<file path="src/rtl/ps2_pkg.sv">
// Shared constants, frame-state encoding and parity helper for the PS/2 key receiver.
package ps2_pkg;

  localparam logic [7:0]  PS2_BREAK      = 8'hF0;
  localparam logic [7:0]  PS2_EXTEND     = 8'hE0;
  localparam int unsigned PS2_FRAME_BITS = 11;

  typedef enum logic [1:0] {
    IDLE,
    DATA,
    PARITY,
    STOP
  } frame_state_t;

  // A frame is good when the 8 data bits plus the parity bit XOR to 1.
  function automatic logic odd_parity_ok(input logic [7:0] data, input logic parity);
    return ^{data, parity};
  endfunction

endpackage

</file>
<file path="src/rtl/ps2_key_receiver_if.sv">
// PS/2 pins in, decoded key and frame status out.
interface ps2_key_receiver_if;

  logic       Ps2Clk;
  logic       Ps2Data;
  logic [7:0] KeyboardData;
  logic       Enable;
  logic       FrameValid;
  logic       FrameError;

  modport master (
    output Ps2Clk, Ps2Data,
    input  KeyboardData, Enable, FrameValid, FrameError
  );

  modport slave (
    input  Ps2Clk, Ps2Data,
    output KeyboardData, Enable, FrameValid, FrameError
  );

endinterface

</file>
<file path="src/rtl/ps2_frame_rx.sv">
// Synchronises the PS/2 pins, assembles 11-bit frames on Ps2Clk falling edges and
// reports each completed byte as a single-cycle valid or error strobe.
module ps2_frame_rx
  import ps2_pkg::*;
#(
  parameter int unsigned TIMEOUT_CYCLES = 50000
) (
  input  logic       clk,
  input  logic       rst_n,
  input  logic       ps2_clk,
  input  logic       ps2_data,
  output logic [7:0] rx_byte,
  output logic       rx_valid,
  output logic       rx_error
);

  localparam int unsigned DATA_BITS = PS2_FRAME_BITS - 3;
  localparam int unsigned TW        = (TIMEOUT_CYCLES > 2) ? $clog2(TIMEOUT_CYCLES) : 1;
  localparam logic [TW-1:0] TMO_LAST = TW'(TIMEOUT_CYCLES - 1);
  localparam logic [2:0]    LAST_BIT = 3'(DATA_BITS - 1);

  logic [1:0]    clk_sync;
  logic [1:0]    data_sync;
  logic          clk_prev;
  logic          fall;
  logic          bit_in;

  frame_state_t  state_q;
  frame_state_t  state_d;
  logic [2:0]    bit_cnt_q;
  logic [7:0]    shift_q;
  logic          parity_q;
  logic [TW-1:0] tmo_q;
  logic          tmo_hit;

  // Synchronisers idle high so reset never fakes a falling edge.
  always_ff @(posedge clk or negedge rst_n) begin
    if (!rst_n) begin
      clk_sync  <= '1;
      data_sync <= '1;
      clk_prev  <= 1'b1;
    end else begin
      clk_sync  <= {clk_sync[0], ps2_clk};
      data_sync <= {data_sync[0], ps2_data};
      clk_prev  <= clk_sync[1];
    end
  end

  assign fall    = clk_prev & ~clk_sync[1];
  assign bit_in  = data_sync[1];
  // A falling edge in the terminal-count cycle takes priority over the timeout.
  assign tmo_hit = (state_q != IDLE) && !fall && (tmo_q == TMO_LAST);

  always_ff @(posedge clk or negedge rst_n) begin
    if (!rst_n) begin
      state_q <= IDLE;
    end else begin
      state_q <= state_d;
    end
  end

  always_comb begin
    state_d = state_q;
    if (tmo_hit) begin
      state_d = IDLE;
    end else if (fall) begin
      unique case (state_q)
        IDLE:    if (!bit_in) state_d = DATA;
        DATA:    if (bit_cnt_q == LAST_BIT) state_d = PARITY;
        PARITY:  state_d = STOP;
        STOP:    state_d = IDLE;
        default: state_d = IDLE;
      endcase
    end
  end

  always_ff @(posedge clk or negedge rst_n) begin
    if (!rst_n) begin
      bit_cnt_q <= '0;
      shift_q   <= '0;
      parity_q  <= 1'b0;
      tmo_q     <= '0;
    end else begin
      if (fall || tmo_hit || state_q == IDLE) begin
        tmo_q <= '0;
      end else begin
        tmo_q <= tmo_q + 1'b1;
      end
      if (fall) begin
        unique case (state_q)
          IDLE:    bit_cnt_q <= '0;
          DATA: begin
            shift_q   <= {bit_in, shift_q[7:1]};
            bit_cnt_q <= bit_cnt_q + 1'b1;
          end
          PARITY:  parity_q <= bit_in;
          default: ;
        endcase
      end
    end
  end

  always_comb begin
    rx_byte  = shift_q;
    rx_valid = 1'b0;
    rx_error = tmo_hit;
    if (fall && state_q == STOP) begin
      if (bit_in && odd_parity_ok(shift_q, parity_q)) begin
        rx_valid = 1'b1;
      end else begin
        rx_error = 1'b1;
      end
    end
  end

endmodule

</file>
<file path="src/rtl/ps2_key_receiver.sv">
// PS/2 keyboard receiver: tracks make/break/extended prefixes on validated bytes and
// presents the currently held non-extended key with a level Enable.
module ps2_key_receiver
  import ps2_pkg::*;
#(
  parameter int unsigned TIMEOUT_CYCLES = 50000
) (
  input  logic               Clock,
  input  logic               Reset_n,
  ps2_key_receiver_if.slave  bus
);

  logic [7:0] rx_byte;
  logic       rx_valid;
  logic       rx_error;

  logic [7:0] key_q;
  logic       en_q;
  logic       brk_q;
  logic       ext_q;
  logic       valid_q;
  logic       error_q;

  ps2_frame_rx #(
    .TIMEOUT_CYCLES(TIMEOUT_CYCLES)
  ) u_frame_rx (
    .clk      (Clock),
    .rst_n    (Reset_n),
    .ps2_clk  (bus.Ps2Clk),
    .ps2_data (bus.Ps2Data),
    .rx_byte  (rx_byte),
    .rx_valid (rx_valid),
    .rx_error (rx_error)
  );

  always_ff @(posedge Clock or negedge Reset_n) begin
    if (!Reset_n) begin
      key_q   <= '0;
      en_q    <= 1'b0;
      brk_q   <= 1'b0;
      ext_q   <= 1'b0;
      valid_q <= 1'b0;
      error_q <= 1'b0;
    end else begin
      valid_q <= rx_valid;
      error_q <= rx_error;
      if (rx_error) begin
        brk_q <= 1'b0;
        ext_q <= 1'b0;
      end else if (rx_valid) begin
        if (rx_byte == PS2_EXTEND) begin
          ext_q <= 1'b1;
        end else if (rx_byte == PS2_BREAK) begin
          brk_q <= 1'b1;
        end else if (ext_q) begin
          // Extended make and extended break both end here; the lookup has no such keys.
          ext_q <= 1'b0;
          brk_q <= 1'b0;
        end else if (brk_q) begin
          brk_q <= 1'b0;
          if (en_q && rx_byte == key_q) begin
            key_q <= '0;
            en_q  <= 1'b0;
          end
        end else begin
          key_q <= rx_byte;
          en_q  <= 1'b1;
        end
      end
    end
  end

  assign bus.KeyboardData = key_q;
  assign bus.Enable       = en_q;
  assign bus.FrameValid   = valid_q;
  assign bus.FrameError   = error_q;

endmodule
</file>
<file path="src/flat_wrapper.sv">
// flat-port wrapper written by rule: the top's interface ports become plain ports
module ps2_key_receiver_flat import ps2_pkg::*;
#(
  parameter int unsigned TIMEOUT_CYCLES = 50000
)
  (Clock, Reset_n, bus_Ps2Clk, bus_Ps2Data, bus_KeyboardData, bus_Enable, bus_FrameValid, bus_FrameError);
  ps2_key_receiver_if bus_i ();
  input  logic Clock;
  input  logic Reset_n;
  input wire logic [$bits(bus_i.Ps2Clk)-1:0] bus_Ps2Clk;
  input wire logic [$bits(bus_i.Ps2Data)-1:0] bus_Ps2Data;
  output wire logic [$bits(bus_i.KeyboardData)-1:0] bus_KeyboardData;
  output wire logic [$bits(bus_i.Enable)-1:0] bus_Enable;
  output wire logic [$bits(bus_i.FrameValid)-1:0] bus_FrameValid;
  output wire logic [$bits(bus_i.FrameError)-1:0] bus_FrameError;
  assign bus_i.Ps2Clk = bus_Ps2Clk;
  assign bus_i.Ps2Data = bus_Ps2Data;
  assign bus_KeyboardData = bus_i.KeyboardData;
  assign bus_Enable = bus_i.Enable;
  assign bus_FrameValid = bus_i.FrameValid;
  assign bus_FrameError = bus_i.FrameError;
  ps2_key_receiver #(.TIMEOUT_CYCLES(TIMEOUT_CYCLES)) u_core (.Clock(Clock), .Reset_n(Reset_n), .bus(bus_i));
endmodule
</file>
<file path="config.mk">
export PLATFORM = sky130hd
export DESIGN_NAME = ps2_key_receiver_flat
export DESIGN_NICKNAME = d
export VERILOG_FILES = /design/src/rtl/ps2_pkg.sv /design/src/rtl/ps2_key_receiver_if.sv /design/src/rtl/ps2_frame_rx.sv /design/src/rtl/ps2_key_receiver.sv /design/src/flat_wrapper.sv
export SDC_FILE = /design/constraint.sdc
export NUM_CORES = 1
export LEC_CHECK = 0
export CORE_UTILIZATION = 60
export CTS_BUF_LIST = sky130_fd_sc_hd__clkbuf_8
export DETAILED_ROUTE_END_ITERATION = 10
export PLACE_DENSITY = 0.9
export SYNTH_ARGS = -nofsm -noshare
export SYNTH_HDL_FRONTEND = slang
export SYNTH_SLANG_ARGS = --single-unit
</file>
<file path="constraint.sdc">
create_clock -name Clock -period 3.5 [get_ports Clock]
set_input_delay 0.7 -clock Clock [delete_from_list [all_inputs] [get_ports Clock]]
set_output_delay 0.7 -clock Clock [all_outputs]
set_load 0.01 [all_outputs]
</file>
==> Flow_metrics.wiki, run 1 <==
{| class="wikitable"
! Metric !! Value
|-
| Ratio of cells with drive above 1 in the final layout || 16.1%
|-
| Type of the tightest min-delay check || reg -> reg
|-
| Cell-internal power || 1.35 mW
|-
| Synthesized instance count || 198
|-
| Post-Synthesis Net Count || 210
|-
| Final cell area excluding filler cells || 2690 um2
|-
| Element type at the critical path end || flop
|-
| Number of buffers and inverters on the critical path || 0
|-
| Top post-synthesis cells by count || sky130_fd_sc_hd__dfrtp_1, sky130_fd_sc_hd__nor2_1, sky130_fd_sc_hd__xnor2_1
|-
| Worst hold slack || 359 ps
|-
| Hpwl dp || 2710 um
|-
| First-pass GRT wire length || 7080 um
|-
| Sinks on Clock Net || 48
|-
| Number of top-level pins || 15
|-
| Critical Path RT || 3690 ps
|-
| Period utilisation layout || 60.5%
|-
| Detailed-router iteration count before antenna repair || 4
|-
| Filler Cell Count || 262
|-
| Average routed wire per standard cell || 15.6 um
|-
| Static leakage || 1.21 nW
|-
| Longest Clk Path Bufs || 2
|-
| Antenna violations before repair || 0
|-
| Global route overflow || 0
|-
| Port-buffer cells || 14
|-
| Diodes inserted || 0
|-
| Clock tree from TritonCTS || yes
|-
| Global-route usage over all layers || 23.1%
|-
| Power Dens Cells || 732 nW/um2
|-
| DR DRC count || 0
|-
| Slowest-stage cell, CP || sky130_fd_sc_hd__xnor3_1
|-
| Flop pwr share || 40.2%
|-
| Dpl cell area || 2530 um2
|-
| NumNets Final || 228
|-
| Cell type with the highest aggregate area in the netlist || sky130_fd_sc_hd__dfrtp_1
|-
| # hold bufs at CTS || 0
|-
| Cell at the root of the clock tree || sky130_fd_sc_hd__clkbuf_8
|-
| Number of gates resized after cts || 0
|-
| Psw || 0.621 mW
|-
| DIE WIDTH || 64.4 um
|-
| Min Tclk post-route || 2120 ps
|-
| Proportion of total power due to net switching || 31.6%
|-
| Run status || complete, no violations
|-
| Endpoints failing setup || 0
|-
| Cells along the critical path || xnor2_1, xnor3_1, xnor2_2, nand4_4, mux2_4
|-
| Total die area || 4150 um2
|-
| Slew Viols, Final || 0
|-
| Critical path arrival || 2310 ps
|-
| Vias/cell || 5.64
|-
| Number of max-cap violations || 0
|-
| Overall via count from detail_route || 1495
|-
| Clock share of power || 27.6%
|-
| Async set or reset register ratio after synthesis || 100%
|-
| Slew at the pin with the worst max-slew slack || 1020 ps
|-
| Origin of the worst setup path || u_core.u_frame_rx.rx_byte[0]
|-
| Number of flops mapped to enable cells by yosys || 0
|-
| Initial core utilization || 63.4%
|-
| Final GP Congestion || 0.846
|-
| Number of CTS-inserted buffers || 5
|-
| Category of the critical setup timing path || reg -> reg
|-
| Post-CTS setup repair buffer count || 0
|-
| Final wirelength || 4120 um
|-
| Peak supply drop || 0.371 mV
|-
| Distinct cell type count after synthesis || 37
|-
| Synth Flop Type || sky130_fd_sc_hd__dfrtp_1
|-
| Reg area || 1210 um2
|-
| Setup repair after global routing missed its margin || false
|-
| Vias in the first global route || 1472
|-
| Htree depth || 2
|-
| Kind of start point of the critical path || flop
|-
| Worst hold start || u_core.u_frame_rx.data_sync[0]
|-
| Final count of hold timing violations || 0
|-
| Slowest cell delay on critical path || 450 ps
|-
| Combined area of the multi-input logic cells || 1090 um2
|-
| Core area || 3690 um2
|-
| Relative area change from synthesis to final layout || 14.8%
|-
| Maximum fanout encountered on the critical timing path || 9
|-
| Std-Cell Rows || 22
|-
| Die height || 64.4 um
|-
| Share of the synthesized area in the top cell type || 46.0%
|-
| Portion of the post-synthesis area used by sequential elements || 51.6%
|-
| Post-Route Setup TNS || 0 ps
|-
| Clock skew || 5.86 ps
|-
| Top cells by area in the synthesized netlist || sky130_fd_sc_hd__dfrtp_1, sky130_fd_sc_hd__xnor2_1, sky130_fd_sc_hd__dfstp_2
|-
| Yosys Warn Count || 0
|-
| Count of nets left with antenna violations after detail routing || 0
|-
| Most common cell in the synthesized netlist || sky130_fd_sc_hd__dfrtp_1
|-
| Highest clock frequency the design can meet || 472 MHz
|-
| Delay-heaviest family, CP || XOR/XNOR gates
|-
| Comb pwr share || 32.2%
|-
| Clock transition at path regs || 90 ps
|-
| Count of routing violations after the opening detailed-route iteration || 78
|-
| Skew-Pair Late Insertion Delay || 300 ps
|-
| Relative slew slack || 31.9%
|-
| Pin count of the biggest net entering global routing || 49
|-
| Avg Cell Area, Syn || 11.8 um2
|-
| Seq cells post-synth || 48
|-
| Synthesized cell area || 2340 um2
|-
| Reg-to-reg critical path startpoint || u_core.u_frame_rx.rx_byte[0]
|}
## final timing paths
check / end / slack, ps / depth (start not counted)
worst max-delay path: u_core.bus.KeyboardData[5] / 1380 / 5
worst min-delay path: u_core.u_frame_rx.data_sync[1] / 360 / 0
worst max register to register: u_core.bus.KeyboardData[5] / 1380 / 5
worst min register to register: u_core.u_frame_rx.data_sync[1] / 360 / 0
max in group asynchronous: u_core.u_frame_rx.tmo_q[4] / 2310 / 1
min in group asynchronous: u_core.bus.KeyboardData[0] / 560 / 1
## stage by stage
step                      utilization (%)  setup WS, ps  cells  power [mW]
final                                72.8          1380    265        1.97
after global routing                 72.8          1200    265        2.08
after CTS                            72.8          1370    265        1.98
after detailed placement             68.5          1400    257        1.43
after global placement               68.5          1480    257        1.40
after floorplan                         -          1550    198        1.28
## per-layer routing
layer,vias to the layer above,part of all wire (%),GRT usage (%)
met2,39,50,37.2
met3,11,3.8,5.46
met5,-,0,0
met1,724,44,30.1
met4,0,2.4,9.17
li1,721,-,-
## cells in the final DEF (no fill, tap or decap), types with 2 or more instances in the layout
| master | synthesis | layout |
|---|---|---|
| sky130_fd_sc_hd__a31oi_1 | 2 | 2 |
| sky130_fd_sc_hd__or3_1 | 4 | 4 |
| sky130_fd_sc_hd__dfstp_2 | 5 | 5 |
| sky130_fd_sc_hd__nor2_1 | 17 | 17 |
| sky130_fd_sc_hd__ha_1 | 8 | 8 |
| sky130_fd_sc_hd__nor3_1 | 6 | 6 |
| sky130_fd_sc_hd__a32o_1 | 3 | 3 |
| sky130_fd_sc_hd__a21oi_1 | 4 | 4 |
| sky130_fd_sc_hd__mux2_4 | 8 | 8 |
| sky130_fd_sc_hd__o21ai_1 | 2 | 2 |
| sky130_fd_sc_hd__clkdlybuf4s50_1 | 0 | 13 |
| sky130_fd_sc_hd__mux2_2 | 8 | 8 |
| sky130_fd_sc_hd__bufinv_16 | 0 | 3 |
| sky130_fd_sc_hd__nand2_1 | 11 | 11 |
| sky130_fd_sc_hd__o21ai_0 | 5 | 5 |
| sky130_fd_sc_hd__and3_1 | 3 | 3 |
| sky130_fd_sc_hd__xor2_1 | 6 | 6 |
| sky130_fd_sc_hd__nand3_1 | 4 | 4 |
| sky130_fd_sc_hd__dfrtp_1 | 43 | 43 |
| sky130_fd_sc_hd__clkbuf_8 | 0 | 5 |
| sky130_fd_sc_hd__nand4_1 | 6 | 6 |
| sky130_fd_sc_hd__inv_1 | 7 | 7 |
| sky130_fd_sc_hd__xnor2_2 | 2 | 2 |
| sky130_fd_sc_hd__nor4bb_1 | 2 | 2 |
| sky130_fd_sc_hd__nor2b_1 | 9 | 9 |
| sky130_fd_sc_hd__xnor2_1 | 16 | 16 |
## sequential cells by signal, indices dropped and copies added, names as in the netlist
| name | flops |
|---|---|
| u_core.u_frame_rx.parity_q | 1 |
| u_core.u_frame_rx.rx_byte | 8 |
| u_core.bus.Enable | 1 |
| u_core.u_frame_rx.data_sync | 2 |
| u_core.u_frame_rx.state_q | 2 |
| u_core.brk_q | 1 |
| u_core.ext_q | 1 |
| u_core.bus.FrameError | 1 |
| u_core.bus.KeyboardData | 8 |
| u_core.u_frame_rx.bit_cnt_q | 3 |
| u_core.u_frame_rx.clk_sync | 2 |
| u_core.bus.FrameValid | 1 |
| u_core.u_frame_rx.tmo_q | 16 |
| u_core.u_frame_rx.clk_prev | 1 |
## kinds of logic after synthesis
group | count (synthesis) | synth area share, %
XOR/XNOR | 25 | 10.6
multiplexers | 18 | 9.89
buffers and inverters | 11 | 1.76
AO/OA/AOI/OAI | 20 | 5.94
flip-flops | 48 | 51.6
AND/OR/NAND/NOR | 68 | 15.9
adder cells (fa/ha/maj) | 8 | 4.28
## cell type report
cell class	count	area share [%]
repair buffers	15	5.31
clock buffers	5	2.56
flip-flops and latches	48	44.9
multi-input cells	139	40.6
clock inverters	3	3.35
well taps	48	2.24
inverters	7	0.978
## power by group through the flow
| stage | combinational [mW] | clock, mW | sequential [mW] |
|---|---|---|---|
| finish | 0.634 | 0.542 | 0.792 |
| global route | 0.696 | 0.572 | 0.808 |
| CTS | 0.638 | 0.550 | 0.791 |
| detailed placement | 0.632 | 0 | 0.800 |
| global placement | 0.607 | 0 | 0.795 |
| floorplan | 0.524 | 0 | 0.760 |
## worst register-to-register path, stage by stage (launching register included)
cell and delay (ps):
sky130_fd_sc_hd__dfrtp_1 440, sky130_fd_sc_hd__xnor2_1 180, sky130_fd_sc_hd__xnor3_1 450, sky130_fd_sc_hd__xnor2_2 280
sky130_fd_sc_hd__nand4_4 280, sky130_fd_sc_hd__mux2_4 390
Note: power is estimated with default switching activity, not from simulation.
==> run 2: changes to the inputs <==
--- a/config.mk
+++ b/config.mk
@@ -5,10 +5,10 @@
 export SDC_FILE = /design/constraint.sdc
 export NUM_CORES = 1
 export LEC_CHECK = 0
-export CORE_UTILIZATION = 60
+export CORE_UTILIZATION = 55
 export CTS_BUF_LIST = sky130_fd_sc_hd__clkbuf_8
 export DETAILED_ROUTE_END_ITERATION = 10
-export PLACE_DENSITY = 0.9
+export PLACE_DENSITY = 0.87
 export SYNTH_ARGS = -nofsm -noshare
 export SYNTH_HDL_FRONTEND = slang
 export SYNTH_SLANG_ARGS = --single-unit
==> constraint.sdc (replaced) <==
create_clock -name Clock -period 1.7 [get_ports Clock]
set_input_delay 0.34 -clock Clock [delete_from_list [all_inputs] [get_ports Clock]]
set_output_delay 0.34 -clock Clock [all_outputs]
set_load 0.01 [all_outputs]
==> run 2 against run 1 <==
Against the previous run:
- the flow now finishes with violations (setup timing)
- final area grew 14%
- cell count grew 15%
- die area grew 8.8%
- critical path type unchanged
==> Flow_metrics.wiki, run 2 (synthesis gave the netlist of run 1 again) <==
{| class="wikitable"
! Metric !! Value
|-
| Final core area utilization || 75.7% (+2.9 points)
|-
| Global-route usage over all layers || 23.7% (+0.67 points)
|-
| Number of top-level pins || 15 (unchanged)
|-
| NumNets Final || 265 (+16%)
|-
| Relative slew slack || 67.7% (+36 points)
|-
| Slew at the pin with the worst max-slew slack || 485 ps (-537 ps)
|-
| Clock transition at path regs || 80 ps (about the same)
|-
| Cell at the root of the clock tree || sky130_fd_sc_hd__clkbuf_8
|-
| Maximum fanout encountered on the critical timing path || 5 (-4)
|-
| Count of routing violations after the opening detailed-route iteration || 99 (+27%)
|-
| Max reg flops || 16 (unchanged)
|-
| Run status || complete, but fails checks
|-
| Count of nets left with antenna violations after detail routing || 0 (unchanged)
|-
| Element type at the critical path end || flop
|-
| Skew-Pair Late Insertion Delay || 300 ps (about the same)
|-
| Die height || 67.2 um (+4.3%)
|-
| Vias in the first global route || 1641 (+11%)
|-
| Average routed wire per standard cell || 16.1 um (+3.4%)
|-
| Detailed-router iteration count before antenna repair || 4 (unchanged)
|-
| DIE WIDTH || 67.2 um (+4.3%)
|-
| Port-buffer cells || 14 (unchanged)
|-
| Kind of start point of the critical path || flop
|-
| Total die area || 4520 um2 (+8.8%)
|-
| Hpwl dp || 3140 um (+16%)
|-
| Final count of hold timing violations || 0 (unchanged)
|-
| Vias/cell || 5.47 (-3.0%)
|-
| Origin of the worst setup path || u_core.u_frame_rx.rx_byte[5]
|-
| Category of the critical setup timing path || reg -> reg
|-
| Final worst setup slack || -327 ps (-1710 ps)
|-
| Most flop-heavy register || u_core.u_frame_rx.tmo_q
|-
| Overall via count from detail_route || 1663 (+11%)
|-
| Global route overflow || 0 (unchanged)
|-
| Initial core utilization || 58.1% (-5.4 points)
|-
| Type of the tightest min-delay check || reg -> reg
|-
| Htree depth || 2 (unchanged)
|-
| Diodes inserted || 0 (unchanged)
|-
| Std-Cell Rows || 23 (+4.5%)
|-
| Final GP Congestion || 0.798 (-5.7%)
|-
| Number of standard cells in the layout, taps in and fillers out || 304 (+15%)
|-
| Clock tree from TritonCTS || yes
|-
| Period utilisation layout || 119% (+59 points)
|-
| Placed insts || 289 (+12%)
|-
| Commonest non-fill, non-tap cell in the layout || sky130_fd_sc_hd__dfrtp_1
|-
| Slew Viols, Final || 0 (unchanged)
|-
| Longest Clk Path Bufs || 2 (unchanged)
|-
| Antenna violations before repair || 0 (unchanged)
|-
| Ratio of cells with drive above 1 in the final layout || 31.9% (+16 points)
|-
| Power Dens Cells || 1550 nW/um2 (+110%)
|-
| Register-to-Register Path Depth || 8 (+3)
|-
| Min Tclk post-route || 2030 ps (-91.1 ps)
|-
| Worst reg-to-reg setup slack || -330 ps (-1710 ps)
|-
| Final wirelength || 4890 um (+19%)
|-
| Critical R2R Capture || u_core.bus.KeyboardData[1]
|-
| Most frequent cells in the layout || sky130_fd_sc_hd__dfrtp_1, sky130_fd_sc_hd__buf_4, sky130_fd_sc_hd__nor2_1, sky130_fd_sc_hd__xnor2_1
|-
| Highest clock frequency the design can meet || 493 MHz (+4.5%)
|-
| Critical Path RT || 1890 ps (-1800 ps)
|-
| Peak supply drop || 1.24 mV (+240%)
|-
| Post-Route Setup TNS || -3490 ps (-3490 ps)
|-
| Relative area change from synthesis to final layout || 30.3%
|-
| Worst hold slack || 357 ps (-1.75 ps)
|-
| Sinks on Clock Net || 48 (unchanged)
|-
| Clock skew || 9.06 ps (+3.20 ps)
|-
| Reg-to-reg critical path startpoint || u_core.u_frame_rx.rx_byte[5]
|-
| Setup repair after global routing missed its margin || true
|-
| DR DRC count || 0 (unchanged)
|-
| DP Worst Slack || -269 ps (-1670 ps)
|-
| Number of max-cap violations || 0 (unchanged)
|-
| Static leakage || 1.51 nW (+25%)
|-
| Pin count of the biggest net entering global routing || 29 (-41%)
|-
| Critical path arrival || 2210 ps (-100 ps)
|-
| Endpoints failing setup || 13 (+13)
|-
| First-pass GRT wire length || 7660 um (+8.2%)
|-
| Core area || 4030 um2 (+9.2%)
|-
| Number of CTS-inserted buffers || 5 (unchanged)
|-
| Worst setup path end || u_core.bus.KeyboardData[1]
|-
| Failing checks || setup timing
|}
==> run 2: worst max-delay path: stages (launching register included) <==
cell,delay (ps)
sky130_fd_sc_hd__dfrtp_2,440
sky130_fd_sc_hd__buf_4,150
sky130_fd_sc_hd__buf_12,120
sky130_fd_sc_hd__xnor2_1,130
sky130_fd_sc_hd__nand3_1,120
sky130_fd_sc_hd__o41ai_4,250
sky130_fd_sc_hd__buf_4,180
sky130_fd_sc_hd__nand4_4,170
sky130_fd_sc_hd__mux2_4,350
==> run 2: what timing repair did <==
action,CTS,global route
gates cloned,1,0
hold buffers,1,0
pin swaps,3,8
resized for setup,14,16
setup buffers,2,5
setup endpoints to repair,14,27
hold endpoints to repair,1,0
==> run 2: metrics by stage <==
step	total power, mW	cell area, um2
2_1_floorplan	2.65	2340
3_3_place_gp	3.23	2770
3_5_place_dp	3.28	2770
4_1_cts	4.61	2970
5_1_grt	5.03	3050
6_report	4.74	3050
==> run 2: cell type report <==
cell class / instances / area, um2
clock buffer: 6 / 82.6
clock inverter: 2 / 7.51
fill: 264 / 980
inverter: 7 / 26.3
multi-input combinational: 140 / 1190
sequential: 48 / 1210
tap: 50 / 62.6
timing repair buffer: 51 / 465
==> run 2: routing by layer <==
metal  wire [um]  up-vias  track usage [%]
li1            -      804                -
met1        2070      820             27.3
met2        2560       27             42.3
met3         150       12             5.57
met4         104        0             9.31
met5           0        -                0
==> run 2: worst min-delay path by stage <==
stage                                         startpoint                        endpoint  depth (start not counted)
after floorplan                                  Reset_n                    u_core.brk_q                          0
after global placement                           Reset_n      u_core.bus.KeyboardData[3]                          1
after detailed placement                         Reset_n      u_core.bus.KeyboardData[3]                          1
after CTS                 u_core.u_frame_rx.data_sync[0]  u_core.u_frame_rx.data_sync[1]                          0
after global routing       u_core.u_frame_rx.clk_sync[0]   u_core.u_frame_rx.clk_sync[1]                          0
final                      u_core.u_frame_rx.clk_sync[0]   u_core.u_frame_rx.clk_sync[1]                          0
==> run 2: power breakdown <==
group / switching [mW] / total (mW) / internal [mW]
Combinational: 1.17 / 2.50 / 1.32
Clock: 0.353 / 0.673 / 0.320
Sequential: 0.210 / 1.57 / 1.36
Total: 1.74 / 4.74 / 3.00
==> run 3: changes to the inputs <==
--- a/config.mk
+++ b/config.mk
@@ -5,7 +5,9 @@
 export SDC_FILE = /design/constraint.sdc
 export NUM_CORES = 1
 export LEC_CHECK = 0
-export CORE_UTILIZATION = 55
+export CELL_PAD_IN_SITES_DETAIL_PLACEMENT = 1
+export CELL_PAD_IN_SITES_GLOBAL_PLACEMENT = 1
+export CORE_UTILIZATION = 45
 export CTS_BUF_LIST = sky130_fd_sc_hd__clkbuf_8
 export DETAILED_ROUTE_END_ITERATION = 10
 export PLACE_DENSITY = 0.87
==> run 3 against run 2 <==
Against the previous run:
- the run still ends with setup timing left
- via count up 6.2%
- register-to-register slack about the same
- first-iteration DRC count down 32%
- utilization down 11 points
- critical endpoint is now u_core.bus.Enable
- largest cell class is now multi-input gates
==> Flow_metrics.wiki, run 3 (synthesis gave the netlist of run 1 again) <==
{| class="wikitable"
! Metric !! Value
|-
| Cell-internal power || 2.77 mW (-7.8%)
|-
| Static leakage || 1.50 nW (-0.80%)
|-
| Ratio of cells with drive above 1 in the final layout || 38.6% (+6.7 points)
|-
| Commonest non-fill, non-tap cell in the layout || sky130_fd_sc_hd__dfrtp_1
|-
| Cells along the critical path || xnor2_2, xnor3_1, xnor2_2, nand4_4, buf_4, buf_6, mux2i_4
|-
| Power Dens Cells || 1420 nW/um2 (-8.7%)
|-
| Critical path arrival || 2200 ps (about the same)
|-
| Combined area of the multi-input logic cells || 1240 um2 (+4.0%)
|-
| Peak supply drop || 0.749 mV (-40%)
|-
| Clock tree from TritonCTS || yes
|-
| Std-Cell Rows || 25 (+8.7%)
|-
| Slowest-stage cell, CP || sky130_fd_sc_hd__xnor3_1
|-
| Highest clock frequency the design can meet || 494 MHz (+0.20%)
|-
| Global route overflow || 0 (unchanged)
|-
| Final count of hold timing violations || 0 (unchanged)
|-
| Overall power of the completed layout || 4.46 mW (-5.8%)
|-
| Relative slew slack || 69.4% (+1.8 points)
|-
| Relative area change from synthesis to final layout || 34.5%
|-
| Number of buffers and inverters on the critical path || 2 (-1)
|-
| DR DRC count || 0 (unchanged)
|-
| Sinks on Clock Net || 48 (unchanged)
|-
| Critical Path RT || 1880 ps (about the same)
|-
| Reg area || 1210 um2 (unchanged)
|-
| Endpoints failing setup || 14 (+1)
|-
| Proportion of total power due to net switching || 38.0% (+1.3 points)
|-
| Final worst setup slack || -322 ps (+4.08 ps)
|-
| Placed insts || 307 (+6.2%)
|-
| Port-buffer cells || 14 (unchanged)
|-
| NumNets Final || 270 (+1.9%)
|-
| Global-route usage over all layers || 24.9% (+1.2 points)
|-
| Element type at the critical path end || flop
|-
| Type of the tightest min-delay check || reg -> reg
|-
| Final core area utilization || 64.9% (-11 points)
|-
| Longest Clk Path Bufs || 2 (unchanged)
|-
| Flop pwr share || 36.0% (+2.9 points)
|-
| Detailed-router iteration count before antenna repair || 4 (unchanged)
|-
| Number of top-level pins || 15 (unchanged)
|-
| Final cell area excluding filler cells || 3150 um2 (+3.2%)
|-
| Slew Viols, Final || 0 (unchanged)
|-
| Count of nets left with antenna violations after detail routing || 0 (unchanged)
|-
| Category of the critical setup timing path || reg -> reg
|-
| Antenna violations before repair || 0 (unchanged)
|-
| Pin count of the biggest net entering global routing || 31 (+6.9%)
|-
| Clock skew || 11.2 ps (+2.17 ps)
|-
| Total die area || 5490 um2 (+22%)
|-
| Clock transition at path regs || 90 ps (about the same)
|-
| Number of standard cells in the layout, taps in and fillers out || 326 (+7.2%)
|-
| DIE WIDTH || 74.1 um (+10%)
|-
| Maximum fanout encountered on the critical timing path || 3 (-2)
|-
| Filler Cell Count || 498 (+89%)
|-
| Cell type with the highest occurrence count on the critical path || sky130_fd_sc_hd__xnor2_2
|-
| Slew at the pin with the worst max-slew slack || 458 ps (-26.8 ps)
|-
| Htree depth || 2 (unchanged)
|-
| Number of max-cap violations || 0 (unchanged)
|-
| Die height || 74.1 um (+10%)
|-
| Dpl cell area || 2800 um2 (+1.0%)
|-
| Final wirelength || 6730 um (+37%)
|-
| Run status || complete, but fails checks
|-
| Vias/cell || 5.42 (-0.97%)
|-
| Slowest cell delay on critical path || 450 ps (about the same)
|-
| Skew-Pair Late Insertion Delay || 300 ps (about the same)
|-
| Min Tclk post-route || 2020 ps (-4.08 ps)
|-
| Comb pwr share || 48.5% (-4.2 points)
|-
| First-pass GRT wire length || 9960 um (+30%)
|-
| Psw || 1.70 mW (-2.4%)
|-
| Cell at the root of the clock tree || sky130_fd_sc_hd__clkbuf_8
|-
| Period utilisation layout || 119% (-0.24 points)
|-
| Hpwl dp || 4160 um (+32%)
|-
| Max reg flops || 16 (unchanged)
|-
| Average routed wire per standard cell || 20.6 um (+28%)
|-
| Most frequent cells in the layout || sky130_fd_sc_hd__dfrtp_1, sky130_fd_sc_hd__buf_4, sky130_fd_sc_hd__nor2_1, sky130_fd_sc_hd__xnor2_1
|-
| Delay-heaviest family, CP || XOR/XNOR gates
|-
| Setup repair after global routing missed its margin || true
|-
| Diodes inserted || 0 (unchanged)
|-
| Initial core utilization || 48.3% (-9.8 points)
|-
| Clock share of power || 15.5% (+1.3 points)
|-
| Number of CTS-inserted buffers || 5 (unchanged)
|-
| Kind of start point of the critical path || flop
|-
| Most flop-heavy register || u_core.u_frame_rx.tmo_q
|-
| Core area || 4850 um2 (+20%)
|-
| Vias in the first global route || 1939 (+18%)
|-
| Count of routing violations after the opening detailed-route iteration || 67 (-32%)
|-
| Overall via count from detail_route || 1766 (+6.2%)
|-
| Failing checks || setup timing
|-
| Final GP Congestion || 0.792 (-0.76%)
|}
-- run 3: changes by cell type in the layout (fill, tap and decap cells not counted), sizes merged --
cell and delta:
buf +6, clkdlybuf4s50 +3, dlygate4sd2 -1, dlymetal6s2s -2, nand4 -1
-- run 3: area by class of cell --
cell class	instances	area share (%)
Multi-Input combinational cell	139	39.5
Sequential cell	48	38.4
Timing Repair Buffer	57	15.7
Tap cell	67	2.66
Clock buffer	6	2.62
Inverter	7	0.835
Clock inverter	2	0.239
-- run 3: timing repair --
| action | 4_1_cts | 5_1_grt |
|---|---|---|
| hold buffers | 1 | 0 |
| endpoints found under the setup margin | 18 | 30 |
| pin swaps | 8 | 14 |
| resized for setup | 14 | 26 |
| buffers inserted | 7 | 5 |
| endpoints found under the hold margin | 14 | 0 |
-- run 3: worst register-to-register path, stage by stage, from the launching register on --
cell and delay, ps:
sky130_fd_sc_hd__dfrtp_1 440, sky130_fd_sc_hd__xnor2_2 180, sky130_fd_sc_hd__xnor3_1 450, sky130_fd_sc_hd__xnor2_2 220, sky130_fd_sc_hd__nand4_4 150, sky130_fd_sc_hd__buf_4 180, sky130_fd_sc_hd__buf_6 110, sky130_fd_sc_hd__mux2i_4 180
-- run 3: through the flow --
step                      setup WS, ps  setup TNS (ps)  hold slack [ps]
after floorplan                   -185           -1500             44.4
after global placement            -236           -2180              301
after detailed placement          -356           -3200              308
after CTS                         -285           -2650              360
after global routing              -404           -4340              368
final                             -322           -3110              360
-- run 3: path summary, 6_finish.rpt --
check                                              start                       endpoint  slack, ps  depth (start not counted)
max reg2reg                 u_core.u_frame_rx.rx_byte[4]              u_core.bus.Enable       -320                          7
min in group asynchronous                        Reset_n     u_core.bus.KeyboardData[7]        520                          2
min reg2reg                u_core.u_frame_rx.clk_sync[0]  u_core.u_frame_rx.clk_sync[1]        360                          0
max                         u_core.u_frame_rx.rx_byte[4]              u_core.bus.Enable       -320                          7
min                        u_core.u_frame_rx.clk_sync[0]  u_core.u_frame_rx.clk_sync[1]        360                          0
max in group asynchronous                        Reset_n  u_core.u_frame_rx.clk_sync[0]        580                          3
-- run 3: layer usage --
metal / track usage (%) / vias up / share of wire, %
met2: 45.9 / 39 / 53
li1: - / 807 / -
met1: 29.2 / 895 / 40
met4: 8.55 / 0 / 4.7
met3: 4.34 / 25 / 2.0
met5: 0 / - / 0
-- run 3: power groups by stage --
stage | sequential (mW) | clock (mW) | combinational (mW)
CTS | 1.58 | 0.707 | 2.00
detailed placement | 1.60 | 0 | 1.74
floorplan | 1.56 | 0 | 1.08
global route | 1.63 | 0.754 | 2.31
global placement | 1.57 | 0 | 1.64
finish | 1.61 | 0.691 | 2.17
